$ cat src/rtl/r5fp_idiv_arb.sv
// r5fp_idiv_arb: two-port arbiter that shares one iterative integer divider.
// Each requester owns a one-entry pending buffer. A small FSM grants the
// divider to one pending request at a time. When both ports are waiting,
// the grant goes to the port that was not served most recently.
module r5fp_idiv_arb #(
    parameter int W = 26
) (
    input  logic         clk,
    input  logic         reset,
    // requester 0
    input  logic [W-1:0] p0_N,
    input  logic [W-1:0] p0_D,
    input  logic         p0_strobe,
    output logic         p0_ready,
    output logic [W-1:0] p0_Quo,
    output logic [W-1:0] p0_Rem,
    output logic         p0_done,
    // requester 1
    input  logic [W-1:0] p1_N,
    input  logic [W-1:0] p1_D,
    input  logic         p1_strobe,
    output logic         p1_ready,
    output logic [W-1:0] p1_Quo,
    output logic [W-1:0] p1_Rem,
    output logic         p1_done,
    // shared divider
    output logic [W-1:0] idiv_N,
    output logic [W-1:0] idiv_D,
    output logic         idiv_strobe,
    input  logic [W-1:0] idiv_Quo,
    input  logic [W-1:0] idiv_Rem,
    input  logic         idiv_done,
    input  logic         idiv_ready
);

    typedef enum logic [1:0] {
        IDLE  = 2'd0,
        ISSUE = 2'd1,
        WAIT  = 2'd2
    } state_t;

    state_t       state;
    logic         grant;     // port that owns the divider in ISSUE/WAIT
    logic         last;      // port most recently completed
    logic         pend0;
    logic         pend1;
    logic [W-1:0] pend0_n;
    logic [W-1:0] pend0_d;
    logic [W-1:0] pend1_n;
    logic [W-1:0] pend1_d;
    logic         sel;

    assign p0_ready = ~pend0;
    assign p1_ready = ~pend1;

    // Port choice for the next grant: a lone request wins outright, a tie goes to the port not served last.
    always_comb begin
        sel = 1'b0;
        if (pend0 && pend1) begin
            sel = ~last;
        end else begin
            sel = pend1;
        end
    end

    // Operand capture for the pending buffers; the valid bits gate which strobes land here.
    always_ff @(posedge clk) begin
        if (p0_strobe && !pend0) begin
            pend0_n <= p0_N;
            pend0_d <= p0_D;
        end
        if (p1_strobe && !pend1) begin
            pend1_n <= p1_N;
            pend1_d <= p1_D;
        end
    end

    // Arbitration FSM with pending-valid bits, registered divider handshake and result registers.
    always_ff @(posedge clk) begin
        if (reset) begin
            state       <= IDLE;
            grant       <= 1'b0;
            last        <= 1'b1;
            pend0       <= 1'b0;
            pend1       <= 1'b0;
            idiv_strobe <= 1'b0;
            idiv_N      <= '0;
            idiv_D      <= '0;
            p0_done     <= 1'b0;
            p1_done     <= 1'b0;
            p0_Quo      <= '0;
            p0_Rem      <= '0;
            p1_Quo      <= '0;
            p1_Rem      <= '0;
        end else begin
            p0_done     <= 1'b0;
            p1_done     <= 1'b0;
            idiv_strobe <= 1'b0;

            // A strobe can only land on an empty buffer, so it never collides with the clear below.
            if (p0_strobe && !pend0) begin
                pend0 <= 1'b1;
            end
            if (p1_strobe && !pend1) begin
                pend1 <= 1'b1;
            end

            case (state)
                IDLE: begin
                    if (idiv_ready && (pend0 || pend1)) begin
                        grant       <= sel;
                        idiv_N      <= sel ? pend1_n : pend0_n;
                        idiv_D      <= sel ? pend1_d : pend0_d;
                        idiv_strobe <= 1'b1;
                        state       <= ISSUE;
                    end
                end
                ISSUE: begin
                    // A completion seen here cannot belong to this operation, so it is dropped.
                    state <= WAIT;
                end
                WAIT: begin
                    if (idiv_done) begin
                        if (grant) begin
                            p1_Quo  <= idiv_Quo;
                            p1_Rem  <= idiv_Rem;
                            p1_done <= 1'b1;
                            pend1   <= 1'b0;
                        end else begin
                            p0_Quo  <= idiv_Quo;
                            p0_Rem  <= idiv_Rem;
                            p0_done <= 1'b1;
                            pend0   <= 1'b0;
                        end
                        last   <= grant;
                        idiv_N <= '0;
                        idiv_D <= '0;
                        state  <= IDLE;
                    end
                end
                default: begin
                    state <= IDLE;
                end
            endcase
        end
    end

endmodule

$ cat config.mk
export PLATFORM = sky130hd
export DESIGN_NAME = r5fp_idiv_arb
export DESIGN_NICKNAME = d
export VERILOG_FILES = /design/src/rtl/r5fp_idiv_arb.sv
export SDC_FILE = /design/constraint.sdc
export NUM_CORES = 1
export LEC_CHECK = 0
export CAP_MARGIN = 20
export CORE_MARGIN = 2
export CORE_UTILIZATION = 41
export DETAILED_ROUTE_END_ITERATION = 8
export HOLD_SLACK_MARGIN = 0.06
export PLACE_DENSITY = 0.76
export SETUP_SLACK_MARGIN = 0.1
export SYNTH_ARGS = -nofsm -noshare
export SYNTH_HDL_FRONTEND = slang
export SYNTH_SLANG_ARGS = --single-unit
$ cat constraint.sdc
create_clock -name clk -period 3.3 [get_ports clk]
set_input_delay 0.66 -clock clk [delete_from_list [all_inputs] [get_ports clk]]
set_output_delay 0.66 -clock clk [all_outputs]
set_load 0.005 [all_outputs]
==> qor.yml, run 1 <==
clock_tree:
  clkTransAtPathRegs_ns: 0.06
  numCtsBuffers: 28
  clockBufferDepth: 3
  clk-insertion-delay-late_ns: 0.53
  cts_hold_buf: 0
  cts-resized-gates: 0
  cts.htree.levels: 1
  cts-root-buf: "clkbuf_16"
  post_cts.repair.setup_buffers: 0
  clock-sinks: 269
  tritoncts: "done"
floorplanning:
  fp.dieArea_mm2: 0.02402
  die_w_um: 155.0
  start_util: 0.4153
  std_cell_rows: 55
  die_y_um: 155.0
  ios: 323
  core_mm2: 0.02250
worst_setup_path:
  crit_path_end_kind: "output pin"
  startpoint_type: "flop"
  cp.required_ns: 2.64
  r2r_setup_slack_ns: 1.31
  crit_fanout: 6
  path_class: "flop to output pin"
  max_stage_delay_ns: 0.57
  worstPathCellList: "inv_1, clkdlybuf4s50_1"
  path_buf_inv: 2
  critPathArrivalTime_ns: 1.70
  crit_slowest_cell: "dfxtp_1"
  cp_top_family: "buffers and inverters"
hold_path:
  hp-class: "flop to flop"
cells_and_area:
  final_cells: 1282
  fillers: 1716
  nets: 1135
  drive_gt1_frac: 0.1186
  utilization: 0.6156
  syn_to_final_growth_pct: 48.22
global_routing:
  use_met2: 0.3568
  grt_util_met3: 0.03816
  grt_max_degree: 56
  antenna_found_initial: 2
  grt_pass1_wl_um: 40110
  met1_usage: 0.2738
  top_usage_layer: "met2"
  grt_pass1_vias: 6954
  overflow: 0
  grtUsageTotal: 0.2136
sta:
  report.final.slew_viol_count: 0
  min_period_ns: 2.364
  tns_ns: 0
  holdWs_ns: 0.4725
  period_share: 0.7163
  max_freq_mhz: 423.1
  skew_ns: 0.007158
  slew_headroom: 0.3510
  worstMarginPinSlew_ns: 0.9735
  setup_viol: 0
  hold_viol_final: 0
  rsz0062_at_grt: "no"
logic_synthesis:
  ys_top_cells_by_area: "dfxtp_1, edfxtp_1, a22o_1"
  ys_ff_latch: 269
  yosysWarnings: 0
  syn_area_per_cell_um2: 13.91
  postSynthCellCount: 672
  synth_top_area_share: 0.3534
  yosysUniqueCellTypes: 31
  ys_seq_area_frac: 0.6876
  synth_fp_nets: 834
  yosys.area.top_type: "dfxtp_1"
  syn_area_mm2: 0.009346
drt:
  ant_nets: 0
  wl_per_cell_um: 20.85
  drc: 0
  wl_um: 26730
  drt_pass1_iterations: 5
  viasPerCell: 5.420
  vias: 6948
  drt_iter0_markers: 382
power_and_ir_drop:
  p_comb_frac: 0.102
  clkPwrFrac: 0.431
  finalPower_w: 0.007902
  switching_share: 0.2226
  internal_power_w: 0.006143
  leakagePower_nw: 4.924
  seqPwrFrac: 0.467
  ir_worst_vdd_mv: 0.3667
  p_per_area_mw_per_mm2: 570.4
  power.switching_w: 0.001759
place:
  dp.final_hpwl_um: 16900
  port_buffers: 322
  gp_congestion: 0.7606
  dp_cells: 1228
run_status:
  status: "finished, final reports clean"
job:
  cap_violations: 0
==> flip-flops by register name, indices dropped and copies added (netlist names) <==
signal / count
idiv_D: 26
idiv_N: 26
p0_Quo: 26
p0_Rem: 26
p1_Quo: 26
p1_Rem: 26
pend0_d: 26
pend0_n: 26
pend1_d: 26
pend1_n: 26
state: 2
grant: 1
idiv_strobe: 1
last: 1
p0_done: 1
p1_done: 1
pend0: 1
pend1: 1
==> metrics by stage <==
stage	worst slack, ns	area, um^2
2_1_floorplan	0.8411	9351
3_3_place_gp	0.6990	12840
3_5_place_dp	0.6305	12840
4_1_cts	0.9100	13850
5_1_grt	0.8320	13850
6_report	0.9364	13850
==> layer usage <==
metal  wire [um]  vias up
li1            -     3203
met4        1026        0
met2       13160      267
met5           0        -
met3        1548       58
met1       10990     3420
==> power by group through the flow <==
stage | Combinational (W) | Clock (W) | Sequential [W]
CTS | 0.000813 | 0.00348 | 0.00369
finish | 0.000806 | 0.00341 | 0.00369
global route | 0.000862 | 0.00361 | 0.00370
floorplan | 0.000346 | 0 | 0.00375
detailed placement | 0.000808 | 0 | 0.00376
global placement | 0.000795 | 0 | 0.00375
==> layout by cell type (no fill, tap or decap), types with 2 or more instances in the layout <==
master	count
dfxtp_1	165
buf_4	9
a22o_1	104
clkbuf_16	29
inv_1	3
a221oi_1	3
clkdlybuf4s50_1	321
o21a_1	2
buf_12	4
a211oi_1	51
clkinvlp_4	2
clkinv_1	2
clkbuf_1	4
clkinv_4	3
diode_2	2
bufinv_16	6
nand2_1	106
a221oi_2	48
nor2b_4	2
nor2_1	5
clkinv_2	4
edfxtp_1	104
==> cell usage after synthesis <==
master and number:
a211oi_1 51, a22o_1 104, nand2b_1 1, a221oi_1 3, o21a_1 2, a21bo_2 1
a2bb2oi_1 1, o21ai_0 1, dfxtp_1 165, buf_6 5, mux2i_1 1, or3b_1 1
nor2b_1 2, nand3b_1 1, o21ba_2 1, buf_2 10, inv_1 3, nand2_1 106
edfxtp_1 104, nor2_1 6, clkbuf_2 1, a221oi_2 48, buf_4 1, nor3_2 1
nor3b_2 1, a41oi_1 1, or2_1 1, clkbuf_1 46, a21oi_1 1, a21boi_2 1
a311oi_1 1
==> worst min-delay path, cell delays in order, from the launching register on <==
cell      delay (ns)
dfxtp_1         0.31
nand2_1         0.06
a221oi_2        0.05
==> final timing paths <==
check                               start   endpoint  cells past startpoint
worst min register to register  idiv_D[2]  idiv_D[2]                      2
worst max-delay path                pend0   p0_ready                      2
worst min-delay path            idiv_D[2]  idiv_D[2]                      2
worst max register to register      pend1  idiv_N[8]                      4
==> logic make-up (layout without fill, tap and decap cells) <==
group	count (synthesis)	count (layout)	synth area share
AO/OA/AOI/OAI	216	216	0.2272
buffers and inverters	66	389	0.03240
flip-flops	269	269	0.6876
multiplexers	1	1	0.001071
other	0	2	0
AND/OR/NAND/NOR	120	120	0.05181
==> cell type report <==
| class | count | area [um^2] | share of cell area |
|---|---|---|---|
| clock buffer | 34 | 754.5 | 0.05446 |
| sequential | 269 | 6426 | 0.4639 |
| clock inverter | 18 | 257.7 | 0.01861 |
| antenna | 2 | 5.005 | 0.0003613 |
| multi-input combinational | 337 | 2681 | 0.1936 |
| timing repair buffer | 334 | 3361 | 0.2426 |
| inverter | 3 | 11.26 | 0.0008129 |
| tap | 285 | 356.6 | 0.02574 |
Power figures use the tool's default switching activity.
==> run 2: changes to the inputs <==
- clock period: 3.3 -> 2 ns (I/O delays scaled with it)
==> qor.yml, run 2 (synthesis gave the netlist of run 1 again) <==
run_status:
  status: "finished, final reports clean"
global_routing:
  grt_pass1_vias: 7077  # +1.8%
  grtUsageTotal: 0.2149  # +0.001296
  antenna_found_initial: 0  # -2
  grt_pass1_wl_um: 40900  # +2.0%
  grt_max_degree: 54  # -3.6%
  overflow: 0  # unchanged
clock_tree:
  cts.htree.levels: 1  # unchanged
  clkTransAtPathRegs_ns: 0.06  # about the same
  clk-insertion-delay-late_ns: 0.55  # +0.02 ns
  clock-sinks: 269  # unchanged
  tritoncts: "done"
  post_cts.repair.setup_buffers: 0  # unchanged
  numCtsBuffers: 29  # +3.6%
  clockBufferDepth: 3  # unchanged
  cts-root-buf: "clkbuf_16"
worst_setup_path:
  worstPathCellList: "clkdlybuf4s50_1"
  crit_slowest_cell: "clkdlybuf4s50_1"
  max_stage_delay_ns: 0.58  # about the same
  cp_top_family: "buffers and inverters"
  reg2regPathDepth: 4  # unchanged
  path_class: "flop to output pin"
  startpoint_type: "flop"
  crit_path_end_kind: "output pin"
  crit_fanout: 2  # -4
  cp.depth: 1  # -1
  r2r_setup_slack_ns: 0.29  # -1.02 ns
  critPathArrivalTime_ns: 1.44  # -0.26 ns
  cp.required_ns: 1.60  # -1.04 ns
  path_buf_inv: 1  # -1
drt:
  wl_per_cell_um: 20.51  # -1.6%
  drc: 0  # unchanged
  drt_iter0_markers: 438  # +15%
  vias: 6955  # +0.10%
  drt_pass1_iterations: 4  # -1
  viasPerCell: 5.358  # -1.1%
  wl_um: 26620  # -0.39%
  ant_nets: 0  # unchanged
cells_and_area:
  n_antenna_cell: 0  # -2
  mostFrequentLayoutCell: "clkdlybuf4s50_1"
  drive_gt1_frac: 0.1303  # +0.01171
  final_cells: 1298  # +1.2%
  nets: 1152  # +1.5%
  layout_common_cells: "clkdlybuf4s50_1, dfxtp_1, nand2_1"
  syn_to_final_growth_pct: 49.46
  fillers: 1748  # +1.9%
floorplanning:
  start_util: 0.4153  # unchanged
  die_y_um: 155.0  # unchanged
  std_cell_rows: 55  # unchanged
  core_mm2: 0.02250  # unchanged
  ios: 323  # unchanged
  fp.dieArea_mm2: 0.02402  # unchanged
  die_w_um: 155.0  # unchanged
sta:
  period_share: 0.9223
  holdWs_ns: 0.2588  # -0.2138 ns
  skew_ns: 0.01943  # +0.01227 ns
  min_period_ns: 1.845
  worstMarginPinSlew_ns: 0.4887  # -0.4847 ns
  slew_headroom: 0.6742  # +0.3232
  report.final.slew_viol_count: 0  # unchanged
  hold_viol_final: 0  # unchanged
  setup_viol: 0  # unchanged
  rsz0062_at_grt: "no"
  max_freq_mhz: 542.1
hold_path:
  hp-class: "primary input to flop"
  hold_path_depth: 2  # unchanged
place:
  gp_congestion: 0.8017  # +5.4%
  dp.final_hpwl_um: 17260  # +2.2%
  dp_cells: 1244  # +1.3%
  port_buffers: 322  # unchanged
power_and_ir_drop:
  leakagePower_nw: 5.017  # +1.9%
  ir_worst_vdd_mv: 0.7396  # +100%
  p_per_area_mw_per_mm2: 889.7  # +56%
job:
  cap_violations: 0  # unchanged
[run 2: cell count changes in the layout (fill, tap and decap cells not counted), moves of 3 or more]
cell,change
clkinv_1,+5
buf_12,+10
clkdlybuf4s50_1,-3
clkbuf_8,+3
bufinv_16,-6
buf_4,+6
[run 2: metrics by stage]
stage | setup WS [ns] | cell area, um^2 | util | TNS, ns | power [W]
2_1_floorplan | 0.3565 | 9361 | - | 0 | 0.006752
3_5_place_dp | -0.1995 | 13080 | 0.5813 | -8.758 | 0.007599
5_1_grt | 0.1054 | 13970 | 0.6208 | 0 | 0.01286
6_report | 0.1554 | 13970 | 0.6208 | 0 | 0.01243
3_3_place_gp | -0.2068 | 13080 | 0.5813 | -7.903 | 0.007574
4_1_cts | 0.1231 | 13970 | 0.6207 | 0 | 0.01253
[run 2: worst register-to-register path, delay by kind of cell, from the launching register on]
family	cells	cell delay (ns)
AOI/OAI and AO/OA	1	0.28
buffers and inverters	1	0.19
DFF	1	0.34
and+or+nand+nor	2	0.81
[run 2: routing by layer]
metal	track usage	vias to the layer above	routed length, um
li1	-	3221	-
met1	0.2777	3403	10890
met2	0.3598	280	13200
met3	0.04624	51	1681
met4	0.07275	0	856
met5	0	-	0
[run 2: final cells by class]
| class | count | area (um^2) | area share |
|---|---|---|---|
| Clock buffer | 38 | 799.5 | 0.05723 |
| Clock inverter | 16 | 81.33 | 0.005822 |
| Inverter | 3 | 11.26 | 0.0008061 |
| Multi-Input combinational cell | 337 | 2681 | 0.1919 |
| Sequential cell | 269 | 6434 | 0.4605 |
| Tap cell | 285 | 356.6 | 0.02553 |
| Timing Repair Buffer | 350 | 3606 | 0.2581 |
[run 2: path summary, 6_finish.rpt]
path	from	to
worst max-delay path	idiv_N[3]	idiv_N[3]
worst min-delay path	reset	state[0]
worst max register to register	state[0]	idiv_N[15]
worst min register to register	p0_Quo[22]	p0_Quo[22]
[run 2: report_power, final]
group	switching [W]	total (W)	internal (W)
clock network	0.00215	0.00495	0.00280
logic	0.000642	0.00140	0.000758
registers	0.000116	0.00608	0.00596
total	0.00291	0.0124	0.00952
[run 2: what timing repair did]
action,in CTS,in global routing
hold buffers,0,0
gates resized for setup,6,1
setup endpoints to repair,2,1
==> run 3: changes to the inputs <==
- CELL_PAD_IN_SITES_DETAIL_PLACEMENT: unset -> 2
- CELL_PAD_IN_SITES_GLOBAL_PLACEMENT: unset -> 2
- CORE_UTILIZATION: 41 -> 26
- GPL_TIMING_DRIVEN: unset -> 1
- PLACE_DENSITY: 0.76 -> unset
- PLACE_DENSITY_LB_ADDON: unset -> 0.1
==> qor.yml, run 3 (synthesis gave the netlist of run 1 again) <==
place:
  dp.final_hpwl_um: 21380  # +24%
  place_area_mm2: 0.01340  # +2.4%
  dp_cells: 1423  # +14%
  gp_congestion: 0.7080  # -12%
  port_buffers: 322  # unchanged
drt:
  wl_um: 33150  # +25%
  ant_nets: 0  # unchanged
  vias: 7048  # +1.3%
  drt_iter0_markers: 204  # -53%
  wl_per_cell_um: 22.29  # +8.7%
  drt_pass1_iterations: 4  # unchanged
  viasPerCell: 4.740  # -12%
  drc: 0  # unchanged
cells_and_area:
  layout_common_cells: "clkdlybuf4s50_1, dfxtp_1, nand2_1"
  nets: 1161  # +0.78%
  fillers: 3533  # +100%
  fin_area_mm2: 0.01455  # +4.1%
  multiInputGateArea_mm2: 0.002681  # unchanged
  seqCellArea_mm2: 0.006431  # about the same
  mostFrequentLayoutCell: "clkdlybuf4s50_1"
  final_cells: 1487  # +15%
  syn_to_final_growth_pct: 55.65
  drive_gt1_frac: 0.1436  # +0.01325
  utilization: 0.4100  # -0.2108
floorplanning:
  die_w_um: 193.6  # +25%
  fp.dieArea_mm2: 0.03748  # +56%
  std_cell_rows: 69  # +25%
  die_y_um: 193.6  # +25%
  ios: 323  # unchanged
  start_util: 0.2634  # -0.1519
  core_mm2: 0.03548  # +58%
clock_tree:
  clock-sinks: 269  # unchanged
  post_cts.repair.setup_buffers: 0  # unchanged
  cts.htree.levels: 2  # +1
  cts-root-buf: "clkbuf_16"
  clkTransAtPathRegs_ns: 0.06  # about the same
  clk-insertion-delay-late_ns: 0.50  # -0.05 ns
  numCtsBuffers: 35  # +21%
  clockBufferDepth: 3  # unchanged
  tritoncts: "done"
worst_setup_path:
  critPathArrivalTime_ns: 1.45  # about the same
  cp.required_ns: 1.60  # about the same
  worstReg2RegEnd: "idiv_D[21]"
  path_class: "flop to output pin"
  r2r_setup_slack_ns: 0.22  # -0.07 ns
  crit_path_end_kind: "output pin"
  reg2regPathDepth: 4  # unchanged
  startpoint_type: "flop"
  reg2reg_from: "state[1]"
  crit_fanout: 6  # +4
sta:
  setup_viol: 0  # unchanged
  worstMarginPinSlew_ns: 0.4627  # -0.02602 ns
  rsz0062_at_grt: "no"
  report.final.slew_viol_count: 0  # unchanged
  period_share: 0.9264  # +0.004127
  min_period_ns: 1.853  # +0.008255 ns
  skew_ns: 0.01225  # -0.007181 ns
  hold_viol_final: 0  # unchanged
  slew_headroom: 0.6915  # +0.01735
  max_freq_mhz: 539.7  # -0.45%
  tns_ns: 0  # unchanged
power_and_ir_drop:
  ir_worst_vdd_mv: 0.5971  # -19%
  seqPwrFrac: 0.445  # -0.044
  internal_power_w: 0.01050  # +10%
  power.switching_w: 0.003174  # +9.2%
  switching_share: 0.2321  # -0.001855
  clkPwrFrac: 0.449  # +0.051
  p_comb_frac: 0.106  # -0.007
  p_per_area_mw_per_mm2: 940.0  # +5.7%
  leakagePower_nw: 5.170  # +3.1%
global_routing:
  grt_pass1_wl_um: 50730  # +24%
  grt_pass1_vias: 7982  # +13%
  antenna_found_initial: 3  # +3
  grt_max_degree: 56  # +3.7%
  overflow: 0  # unchanged
  grtUsageTotal: 0.1760  # -0.03888
hold_path:
  hold_start: "reset"
  holdPathEnd: "state[1]"
  hold_path_depth: 2  # unchanged
  hp-class: "primary input to flop"
run_status:
  status: "finished, final reports clean"
job:
  cap_violations: 0  # unchanged
run 3: worst max path at each step:
stage                            end  startpoint  cells after the start  slack (ns)
after floorplan           pend0_d[0]       pend0                      2        0.36
after global placement     idiv_D[0]  idiv_ready                      5       -0.18
after detailed placement   idiv_D[0]  idiv_ready                      5       -0.23
after CTS                   p1_ready       pend1                      2        0.10
after global routing        p1_ready       pend1                      2        0.10
final                       p1_ready       pend1                      2        0.15
run 3: final cells by class:
cell class / instances / share of cell area
flip-flops and latches: 269 / 0.4421
repair buffers: 353 / 0.2547
multi-input cells: 337 / 0.1843
clock buffers: 52 / 0.07233
well taps: 461 / 0.03965
clock inverters: 10 / 0.005848
inverters: 3 / 0.0007741
diodes: 2 / 0.0003440
run 3: worst max-delay path, stage by stage, from the launching register on:
cell and delay, ns:
dfxtp_2 0.37, inv_2 0.08, clkdlybuf4s50_1 0.50
run 3: repair_timing:
action                     in CTS  in global routing
hold buffers                    0                  0
gates resized for setup         5                  1
setup endpoints to repair       2                  1
pin swaps                       0                  0
run 3: routing by layer:
metal,part of all wire,GRT usage
met5,0.00063,0
met4,0.022,0.04976
met3,0.10,0.08020
met2,0.46,0.2817
met1,0.42,0.2129
run 3: stage by stage:
step / hold WS (ns) / setup slack [ns] / power (W)
floorplan: 0.4481 / 0.3565 / 0.006752
global placement: 0.4600 / -0.1809 / 0.007653
detailed placement: 0.4650 / -0.2290 / 0.007678
CTS: 0.1513 / 0.1035 / 0.01394
global route: 0.1584 / 0.1042 / 0.01430
finish: 0.1779 / 0.1471 / 0.01368
run 3: power groups by stage:
stage | Combinational, W | Sequential [W] | Clock [W]
6_report | 0.00145 | 0.00608 | 0.00615
4_1_cts | 0.00148 | 0.00609 | 0.00637
2_1_floorplan | 0.000574 | 0.00618 | 0
5_1_grt | 0.00157 | 0.00611 | 0.00662
3_5_place_dp | 0.00148 | 0.00620 | 0
3_3_place_gp | 0.00146 | 0.00619 | 0
